`src/rtl/wb_stage_hs_if.sv`:
```
// rtl/wb_stage_hs_if.sv - writeback stage bus: instruction inputs, syscall handshake, writeback outputs
interface wb_stage_hs_if #(
  parameter int XLEN     = 64,
  parameter int NUM_ARGS = 8,
  parameter int CNT_W    = 64
);
  logic                     inst_valid;
  logic [4:0]               inst_rd;
  logic                     inst_en_rd;
  logic                     inst_is_load;
  logic                     inst_is_store;
  logic                     inst_is_csr;
  logic                     inst_is_ecall;
  logic [XLEN-1:0]          alu_result;
  logic [XLEN-1:0]          mem_result;
  logic [XLEN-1:0]          ecall_num_in;
  logic [NUM_ARGS*XLEN-1:0] ecall_args_in;
  logic                     ecall_req;
  logic [XLEN-1:0]          ecall_num;
  logic [NUM_ARGS*XLEN-1:0] ecall_args;
  logic                     ecall_ack;
  logic [XLEN-1:0]          ecall_ret;
  logic [XLEN-1:0]          result;
  logic [4:0]               rd;
  logic                     en_rd;
  logic                     stall;
  logic                     ecall_timeout;
  logic [CNT_W-1:0]         retired;

  // master = pipeline/syscall side, slave = the writeback stage
  modport master (
    output inst_valid, inst_rd, inst_en_rd, inst_is_load, inst_is_store, inst_is_csr,
           inst_is_ecall, alu_result, mem_result, ecall_num_in, ecall_args_in,
           ecall_ack, ecall_ret,
    input  ecall_req, ecall_num, ecall_args, result, rd, en_rd, stall, ecall_timeout, retired
  );

  modport slave (
    input  inst_valid, inst_rd, inst_en_rd, inst_is_load, inst_is_store, inst_is_csr,
           inst_is_ecall, alu_result, mem_result, ecall_num_in, ecall_args_in,
           ecall_ack, ecall_ret,
    output ecall_req, ecall_num, ecall_args, result, rd, en_rd, stall, ecall_timeout, retired
  );
endinterface

```
`src/rtl/wb_stage_hs.sv`:
```
// rtl/wb_stage_hs.sv - writeback stage with result mux, retire counter and ecall handshake
module wb_stage_hs #(
  parameter int XLEN           = 64,
  parameter int NUM_ARGS       = 8,
  parameter int TIMEOUT_CYCLES = 1024,
  parameter int CNT_W          = 64
) (
  input  logic          clk,
  input  logic          reset,
  wb_stage_hs_if.slave  bus
);
  typedef enum logic [1:0] {S_IDLE, S_WAIT, S_DONE} state_t;

  localparam int TW = (TIMEOUT_CYCLES > 1) ? $clog2(TIMEOUT_CYCLES) : 1;
  localparam logic [TW-1:0] TMAX = (TIMEOUT_CYCLES > 0) ? TW'(TIMEOUT_CYCLES - 1) : '0;
  localparam bit TO_EN = (TIMEOUT_CYCLES != 0);

  state_t                   state_q, state_d;
  logic                     req_q, req_d;
  logic [XLEN-1:0]          num_q, num_d;
  logic [NUM_ARGS*XLEN-1:0] args_q, args_d;
  logic [XLEN-1:0]          ret_q, ret_d;
  logic [TW-1:0]            cnt_q, cnt_d;
  logic                     timeout_q, timeout_d;
  logic [CNT_W-1:0]         retired_q, retired_d;
  logic                     stall;

  always_comb begin
    state_d   = state_q;
    req_d     = 1'b0;
    num_d     = num_q;
    args_d    = args_q;
    ret_d     = ret_q;
    cnt_d     = cnt_q;
    timeout_d = 1'b0;
    stall     = 1'b0;
    retired_d = retired_q;
    case (state_q)
      S_IDLE: begin
        if (bus.inst_valid && bus.inst_is_ecall) begin
          stall   = 1'b1;
          num_d   = bus.ecall_num_in;
          args_d  = bus.ecall_args_in;
          req_d   = 1'b1;
          state_d = S_WAIT;
        end
      end
      S_WAIT: begin
        stall = 1'b1;
        // ack wins over a timeout landing in the same cycle
        if (bus.ecall_ack) begin
          ret_d   = bus.ecall_ret;
          state_d = S_DONE;
        end else if (TO_EN && cnt_q == TMAX) begin
          ret_d     = '1;
          timeout_d = 1'b1;
          state_d   = S_DONE;
        end else begin
          cnt_d = cnt_q + TW'(1);
          req_d = 1'b1;
        end
      end
      S_DONE: begin
        cnt_d   = '0;
        state_d = S_IDLE;
      end
      default: state_d = S_IDLE;
    endcase
    if (bus.inst_valid && !stall) begin
      retired_d = retired_q + CNT_W'(1);
    end
  end

  always_ff @(posedge clk) begin
    if (reset) begin
      state_q   <= S_IDLE;
      req_q     <= 1'b0;
      num_q     <= '0;
      args_q    <= '0;
      ret_q     <= '0;
      cnt_q     <= '0;
      timeout_q <= 1'b0;
      retired_q <= '0;
    end else begin
      state_q   <= state_d;
      req_q     <= req_d;
      num_q     <= num_d;
      args_q    <= args_d;
      ret_q     <= ret_d;
      cnt_q     <= cnt_d;
      timeout_q <= timeout_d;
      retired_q <= retired_d;
    end
  end

  always_comb begin
    if (bus.inst_is_load || bus.inst_is_store || bus.inst_is_csr) begin
      bus.result = bus.mem_result;
    end else if (bus.inst_is_ecall) begin
      bus.result = ret_q;
    end else begin
      bus.result = bus.alu_result;
    end
  end

  // an ecall only writes its destination once the return value is latched
  assign bus.en_rd = bus.inst_valid && bus.inst_en_rd && (bus.inst_rd != 5'd0) &&
                     (!bus.inst_is_ecall || state_q == S_DONE);
  assign bus.rd            = bus.inst_rd;
  assign bus.stall         = stall;
  assign bus.ecall_req     = req_q;
  assign bus.ecall_num     = num_q;
  assign bus.ecall_args    = args_q;
  assign bus.ecall_timeout = timeout_q;
  assign bus.retired       = retired_q;
endmodule

```
`src/flat_wrapper.sv`:
```
// flat-port wrapper written by rule: the top's interface ports become plain ports
module wb_stage_hs_flat 
#(
  parameter int XLEN           = 64,
  parameter int NUM_ARGS       = 8,
  parameter int TIMEOUT_CYCLES = 1024,
  parameter int CNT_W          = 64
)
  (clk, reset, bus_inst_valid, bus_inst_rd, bus_inst_en_rd, bus_inst_is_load, bus_inst_is_store, bus_inst_is_csr, bus_inst_is_ecall, bus_alu_result, bus_mem_result, bus_ecall_num_in, bus_ecall_args_in, bus_ecall_ack, bus_ecall_ret, bus_ecall_req, bus_ecall_num, bus_ecall_args, bus_result, bus_rd, bus_en_rd, bus_stall, bus_ecall_timeout, bus_retired);
  wb_stage_hs_if #(.XLEN(XLEN), .NUM_ARGS(NUM_ARGS), .CNT_W(CNT_W)) bus_i ();
  input  logic clk;
  input  logic reset;
  input wire logic [$bits(bus_i.inst_valid)-1:0] bus_inst_valid;
  input wire logic [$bits(bus_i.inst_rd)-1:0] bus_inst_rd;
  input wire logic [$bits(bus_i.inst_en_rd)-1:0] bus_inst_en_rd;
  input wire logic [$bits(bus_i.inst_is_load)-1:0] bus_inst_is_load;
  input wire logic [$bits(bus_i.inst_is_store)-1:0] bus_inst_is_store;
  input wire logic [$bits(bus_i.inst_is_csr)-1:0] bus_inst_is_csr;
  input wire logic [$bits(bus_i.inst_is_ecall)-1:0] bus_inst_is_ecall;
  input wire logic [$bits(bus_i.alu_result)-1:0] bus_alu_result;
  input wire logic [$bits(bus_i.mem_result)-1:0] bus_mem_result;
  input wire logic [$bits(bus_i.ecall_num_in)-1:0] bus_ecall_num_in;
  input wire logic [$bits(bus_i.ecall_args_in)-1:0] bus_ecall_args_in;
  input wire logic [$bits(bus_i.ecall_ack)-1:0] bus_ecall_ack;
  input wire logic [$bits(bus_i.ecall_ret)-1:0] bus_ecall_ret;
  output wire logic [$bits(bus_i.ecall_req)-1:0] bus_ecall_req;
  output wire logic [$bits(bus_i.ecall_num)-1:0] bus_ecall_num;
  output wire logic [$bits(bus_i.ecall_args)-1:0] bus_ecall_args;
  output wire logic [$bits(bus_i.result)-1:0] bus_result;
  output wire logic [$bits(bus_i.rd)-1:0] bus_rd;
  output wire logic [$bits(bus_i.en_rd)-1:0] bus_en_rd;
  output wire logic [$bits(bus_i.stall)-1:0] bus_stall;
  output wire logic [$bits(bus_i.ecall_timeout)-1:0] bus_ecall_timeout;
  output wire logic [$bits(bus_i.retired)-1:0] bus_retired;
  assign bus_i.inst_valid = bus_inst_valid;
  assign bus_i.inst_rd = bus_inst_rd;
  assign bus_i.inst_en_rd = bus_inst_en_rd;
  assign bus_i.inst_is_load = bus_inst_is_load;
  assign bus_i.inst_is_store = bus_inst_is_store;
  assign bus_i.inst_is_csr = bus_inst_is_csr;
  assign bus_i.inst_is_ecall = bus_inst_is_ecall;
  assign bus_i.alu_result = bus_alu_result;
  assign bus_i.mem_result = bus_mem_result;
  assign bus_i.ecall_num_in = bus_ecall_num_in;
  assign bus_i.ecall_args_in = bus_ecall_args_in;
  assign bus_i.ecall_ack = bus_ecall_ack;
  assign bus_i.ecall_ret = bus_ecall_ret;
  assign bus_ecall_req = bus_i.ecall_req;
  assign bus_ecall_num = bus_i.ecall_num;
  assign bus_ecall_args = bus_i.ecall_args;
  assign bus_result = bus_i.result;
  assign bus_rd = bus_i.rd;
  assign bus_en_rd = bus_i.en_rd;
  assign bus_stall = bus_i.stall;
  assign bus_ecall_timeout = bus_i.ecall_timeout;
  assign bus_retired = bus_i.retired;
  wb_stage_hs #(.XLEN(XLEN), .NUM_ARGS(NUM_ARGS), .TIMEOUT_CYCLES(TIMEOUT_CYCLES), .CNT_W(CNT_W)) u_core (.clk(clk), .reset(reset), .bus(bus_i));
endmodule
```
`config.mk`:
```
export PLATFORM = sky130hd
export DESIGN_NAME = wb_stage_hs_flat
export DESIGN_NICKNAME = d
export VERILOG_FILES = /design/src/rtl/wb_stage_hs_if.sv /design/src/rtl/wb_stage_hs.sv /design/src/flat_wrapper.sv
export SDC_FILE = /design/constraint.sdc
export NUM_CORES = 2
export LEC_CHECK = 0
export CAP_MARGIN = 30
export CORE_AREA = 2 2 582 584
export CTS_CLUSTER_SIZE = 16
export DETAILED_ROUTE_END_ITERATION = 12
export DIE_AREA = 0 0 584 586
export PLACE_DENSITY = 0.36
export SYNTH_ARGS = -nofsm -noshare
export SYNTH_HDL_FRONTEND = slang
export SYNTH_SLANG_ARGS = --single-unit
export TNS_END_PERCENT = 100
```
`constraint.sdc`:
```
create_clock -name clk -period 4.6 [get_ports clk]
set_clock_uncertainty 0.2 [all_clocks]
set_input_delay 0.92 -clock clk [delete_from_list [all_inputs] [get_ports clk]]
set_output_delay 0.92 -clock clk [all_outputs]
set_load 0.01 [all_outputs]
```
# [Word-level counts from Yosys, hierarchy flattened]
# Cells that the tools add are included.
[op_classes] add_sub_neg=2 n_eq_ne=7 mux=17 bitwise=1 reduce_logical=19
[op_table] operator="two-way mux 64 bit" n=4
[op_table] operator="adder 64 x 1 -> 64 bit (second input constant)" n=1
[op_table] operator="two-way mux 10 bit" n=2
[op_table] operator="case mux 10 bit (2 select lines)" n=1
[op_table] operator="adder 10 x 1 -> 10 bit (second input constant)" n=1
[op_table] operator="== test 10 bit (second input constant)" n=1
[op_table] operator="two-way mux 2 bit" n=3
[op_table] operator="AND reduction 2 bit" n=3
[op_table] operator="logical AND 1 bit" n=5
[op_table] operator="nonzero test 5 bit" n=1
[op_table] operator="two-way mux 1 bit" n=4
[op_table] operator="inequality test 2 bit (second input constant)" n=2
[op_table] operator="case mux 1 bit (2 select lines)" n=2
[op_table] operator="case mux 2 bit (2 select lines)" n=1
[op_table] operator="nonzero test 2 bit" n=2
[op_table] operator="logical OR 1 bit" n=3
[op_table] operator="inequality test 3 x 2 -> 1 bit (second input constant)" n=1
[op_table] operator="AND reduction 3 bit" n=1
[op_table] operator="OR reduction 3 bit" n=1
[op_table] operator="== test 2 x 1 -> 1 bit (second input constant)" n=1
[op_table] operator="== test 2 bit (second input constant)" n=1
[op_table] operator="logical NOT 1 bit" n=2
[op_table] operator="logical NOT 2 bit" n=1
[op_table] operator="inequality test 2 x 1 -> 1 bit (second input constant)" n=1
[op_table] operator="NOT 1 bit" n=1
[totals] register_bits=718 inputBits=782 output_inout_bits=713 wordCells=54

# [Depth between registers and ports, before layout]
[logic_depth] depth_word=5 ltp_mapped=8

# [Worst setup path before layout]
# Ideal clock, no wire load.
[synth_timing] kind="input to output" from="input port bus_inst_is_ecall" to="output port bus_result[35]" arrival_time_ps=2190 required_ps=3480 path_slack_ps=1290 cell_stages=5 path_cell_list="clkbuf_1 > buf_2 > buf_1 > mux2i_1 > a21oi_1"
[synth_via] elab_chain_len=2
[synth_rtl] element="start, declared" line_no="flat_wrapper.sv:19" rtl="input wire logic [$bits(bus_i.inst_is_ecall)-1:0] bus_inst_is_ecall;"
[synth_rtl] element="two-way mux 64 bit" line_no="wb_stage_hs.sv:99" rtl="end else if (bus.inst_is_ecall) begin"
[synth_rtl] element="two-way mux 64 bit" line_no="wb_stage_hs.sv:97" rtl="if (bus.inst_is_load || bus.inst_is_store || bus.inst_is_csr) begin"
[synth_rtl] element="end, declared" line_no="flat_wrapper.sv:29" rtl="output wire logic [$bits(bus_i.result)-1:0] bus_result;"
# Every way passes these cells.

# [Worst setup path after layout]
[layout_timing] from="input port bus_inst_is_store" to="output port bus_result[18]"
[layout_via] elab_chain_len=3
[layout_rtl] element="start, declared" line_no="flat_wrapper.sv:17" rtl="input wire logic [$bits(bus_i.inst_is_store)-1:0] bus_inst_is_store;"
[layout_rtl] element="logical OR 1 bit (2 in a row)" line_no="wb_stage_hs.sv:97"
[layout_rtl] element="two-way mux 64 bit" line_no="wb_stage_hs.sv:97"
# Every way passes these cells.

==> impl_metrics.toml <==
[run_status]
status = "finished clean"

[logic_synthesis]
synth_fa_ha_area_share_pct = 0.0936
seq_area_frac_synth_pct = 53.8
synth_compound_area_share_pct = 13.8
synth.area.top_cells = "dfxtp_1 (54%), nand2_1 (17%), a21oi_1 (13%)"
synth_top_area_cell = "dfxtp_1"
synth-simple-area-share_pct = 24.9
synth_cell_types = 41
synth_cells = 3445
synth_warnings = 0
yosysMostFrequentCell = "nand2_1"
synth_area_um2 = 26700
synthMuxAreaShare_pct = 2.44
synth_edf_count = 0
synthArstFlopShare_pct = 0
ys_ff_latch = 718
synth_top_area_share_pct = 53.8
synth_xor_area_share_pct = 1.18
synth.top_cells.by_count = "nand2_1 (1187), dfxtp_1 (718), a21oi_1 (680), nor2_1 (243), clkbuf_1 (239)"
syn_nets = 4229
syn_area_per_cell_um2 = 7.76
synth_top_family_by_area = "simple AND/OR/NAND/NOR gates"
synth_flop_cell = "dfxtp_1"

[final_layout]
nNetsFinal = 5658
fill_cells = 38300
syn2layout_area_growth_pct = 90.2
final_layout_size_suffix_gt1_share_pct = 5.75

[grt]
met2_usage_pct = 20.4
grtUsageTotal_pct = 12.6
grt_max_degree = 125
use_met3_pct = 6.27
antenna_found_initial = 156
met1_usage_pct = 14.4
grt_pass1_vias = 30100
overflow = 0
top_usage_layer = "met2"
grt_pass1_wl_um = 289000

[sta]
final_max_slew_viol_count = 0
fmax_ghz = 0.222
period_minus_slack_ns = 4.51
maxSlewHeadroom_pct = 39.1
worstMarginPinSlew_ns = 0.914
finalHoldViolCount = 0
holdWs_ns = 0.252
finalCritPeriodShare_pct = 98.0
setup_tns_ns = 0
setup_viol = 0
rsz0062_at_grt = "no"

[power]
swShare_pct = 27.6
power_frac_seq_pct = 37.5
p_int_mw = 12.9
clkPwrFrac_pct = 47.4
p_leak_nw = 16.9
switching_power_mw = 4.92
ir_drop_mv = 0.244
pwr-share-comb_pct = 15.2
p_per_area_nw_per_um2 = 350

[floorplanning]
chipWidth_um = 584
die-area_um2 = 342000
row_count = 213
core_area_um2 = 336000
dieHeight_um = 586
io_pins = 1495
start_util_pct = 7.96

[place]
dp_hpwl_um = 190000
portBuffers = 1494
gp_congestion = 0.965

[drt]
dr_total_vias = 30600
routed_wl_um = 226000
first_iter_violations = 1441
wire_per_inst_um = 24.1
ant_nets = 0
drc = 0
via_per_inst = 3.25
dr.pass1.iters = 5

[cts]
max-clock-path-buffers = 4
cts_buffers = 107
ctsHoldBuffers = 0
clk_pin_slew_ns = 0.05
cts_tree = "yes"
clk_latency_ns = 0.82
cts_setup_buffers = 0
cts_resized = 0
h-tree-depth = 3
root_buffer = "clkbuf_16"
cts.sinks = 718

[worst_setup_path]
ff2ff_path_depth = 5
rr_startpoint = "u_core.bus.retired[15]"
cp-start-kind = "input port"
worstPathRequired_ns = 3.48
arrival_ns = 3.39
path_max_fanout = 70
critPathKind = "in -> out"
ff2ff_setup_slack_ns = 1.72
critPathCaptureType = "output port"
r2r_end = "u_core.bus.retired[57]"

[worst_hold_path]
holdCritStartpoint = "u_core.bus.ecall_args[258]"
hold_end = "u_core.bus.ecall_args[258]"
hold_path.class = "reg -> reg"
worstHoldPathCells = 2

[job]
drv_cap = 0
[through the flow]
stage / power [mW] / util (%) / instance area, um^2 / worst slack (ns) / cells
finish: 17.8 / 15.1 / 50800 / 0.0930 / 9397
global route: 18.6 / 15.1 / 50800 / 0.105 / 9368
CTS: 18.3 / 15.1 / 50700 / 0.204 / 9362
detailed placement: 9.55 / 14.1 / 47200 / 0.218 / 9172
global placement: 9.55 / 14.1 / 47200 / 0.229 / 9172
floorplan: 7.54 / - / 26700 / 1.29 / 3445
[layout make-up]
cell class                 count  area, um^2  share of cell area, %
tap                         4407        5510                   10.8
clock buffer                 149        3070                   6.03
inverter                       6        22.5                 0.0443
sequential                   718       14400                   28.3
clock inverter                41         464                  0.913
multi-input combinational   2461       11300                   22.3
timing repair buffer        1580       16000                   31.4
antenna                       35        87.6                  0.172
[registers in the layout, indices dropped and copies added, names as in the netlist]
| register | flops |
|---|---|
| u_core.state_q | 2 |
| u_core.cnt_q | 10 |
| u_core.bus.retired | 64 |
| u_core.bus.ecall_args | 512 |
| u_core.bus.ecall_num | 64 |
| u_core.bus.ecall_timeout | 1 |
| u_core.bus.ecall_req | 1 |
| u_core.ret_q | 64 |
[cell usage in the layout, fill, tap and decap left out, types with 3 or more instances in the layout]
cell type        instances
clkdlybuf4s50_1       1483
nand2_1               1186
dfxtp_1                718
a21oi_1                680
nor2_1                 243
clkbuf_16              108
nor3_1                  71
buf_4                   65
mux2i_1                 64
diode_2                 35
nand3_1                 34
buf_12                  31
xor2_1                  29
nand4_1                 25
o31ai_1                 21
or4_1                   21
clkbuf_8                21
clkbuf_1                20
clkinv_2                16
o21ai_0                 12
or3_1                   12
xnor2_1                  7
bufinv_16                7
nand2b_1                 6
inv_1                    6
nor4_1                   6
and4_1                   6
and3_1                   6
clkinvlp_4               6
inv_6                    4
clkinv_4                 4
and2_1                   3
nor2b_1                  3
[routing by layer]
metal  part of all wire, %  routed length [um]
met3                    12               27800
met5                  0.15                 328
met2                    45              103000
met1                    39               87900
met4                   3.2                7300
[critical path, stage by stage]
cell,delay [ns]
clkdlybuf4s50_1,0.42
nor3_2,0.70
buf_12,0.35
nor2_1,0.08
a21oi_1,0.29
clkdlybuf4s50_1,0.61
[worst max path at each step]
stage	start	endpoint	depth (start not counted)
2_1_floorplan	bus_inst_is_ecall	bus_result[35]	5
4_1_cts	bus_inst_is_store	bus_result[18]	6
6_report	bus_inst_is_store	bus_result[18]	6
3_5_place_dp	bus_inst_is_store	bus_result[18]	6
5_1_grt	bus_inst_is_store	bus_result[18]	6
3_3_place_gp	bus_inst_is_store	bus_result[18]	6
[power groups by stage]
stage	Sequential (mW)	Combinational [mW]	Clock, mW
6_report	6.66	2.70	8.43
5_1_grt	6.69	2.89	9.04
4_1_cts	6.67	2.77	8.83
3_5_place_dp	6.80	2.75	0
3_3_place_gp	6.79	2.76	0
2_1_floorplan	6.86	0.677	0
[kinds of logic after synthesis]
| family | after synthesis |
|---|---|
| AO/OA/AOI/OAI | 720 |
| XOR/XNOR | 36 |
| adder cells (fa/ha/maj) | 2 |
| buffers and inverters | 266 |
| flip-flops | 718 |
| multiplexers | 65 |
| AND/OR/NAND/NOR | 1638 |
Note: power is estimated with default switching activity, not from simulation.
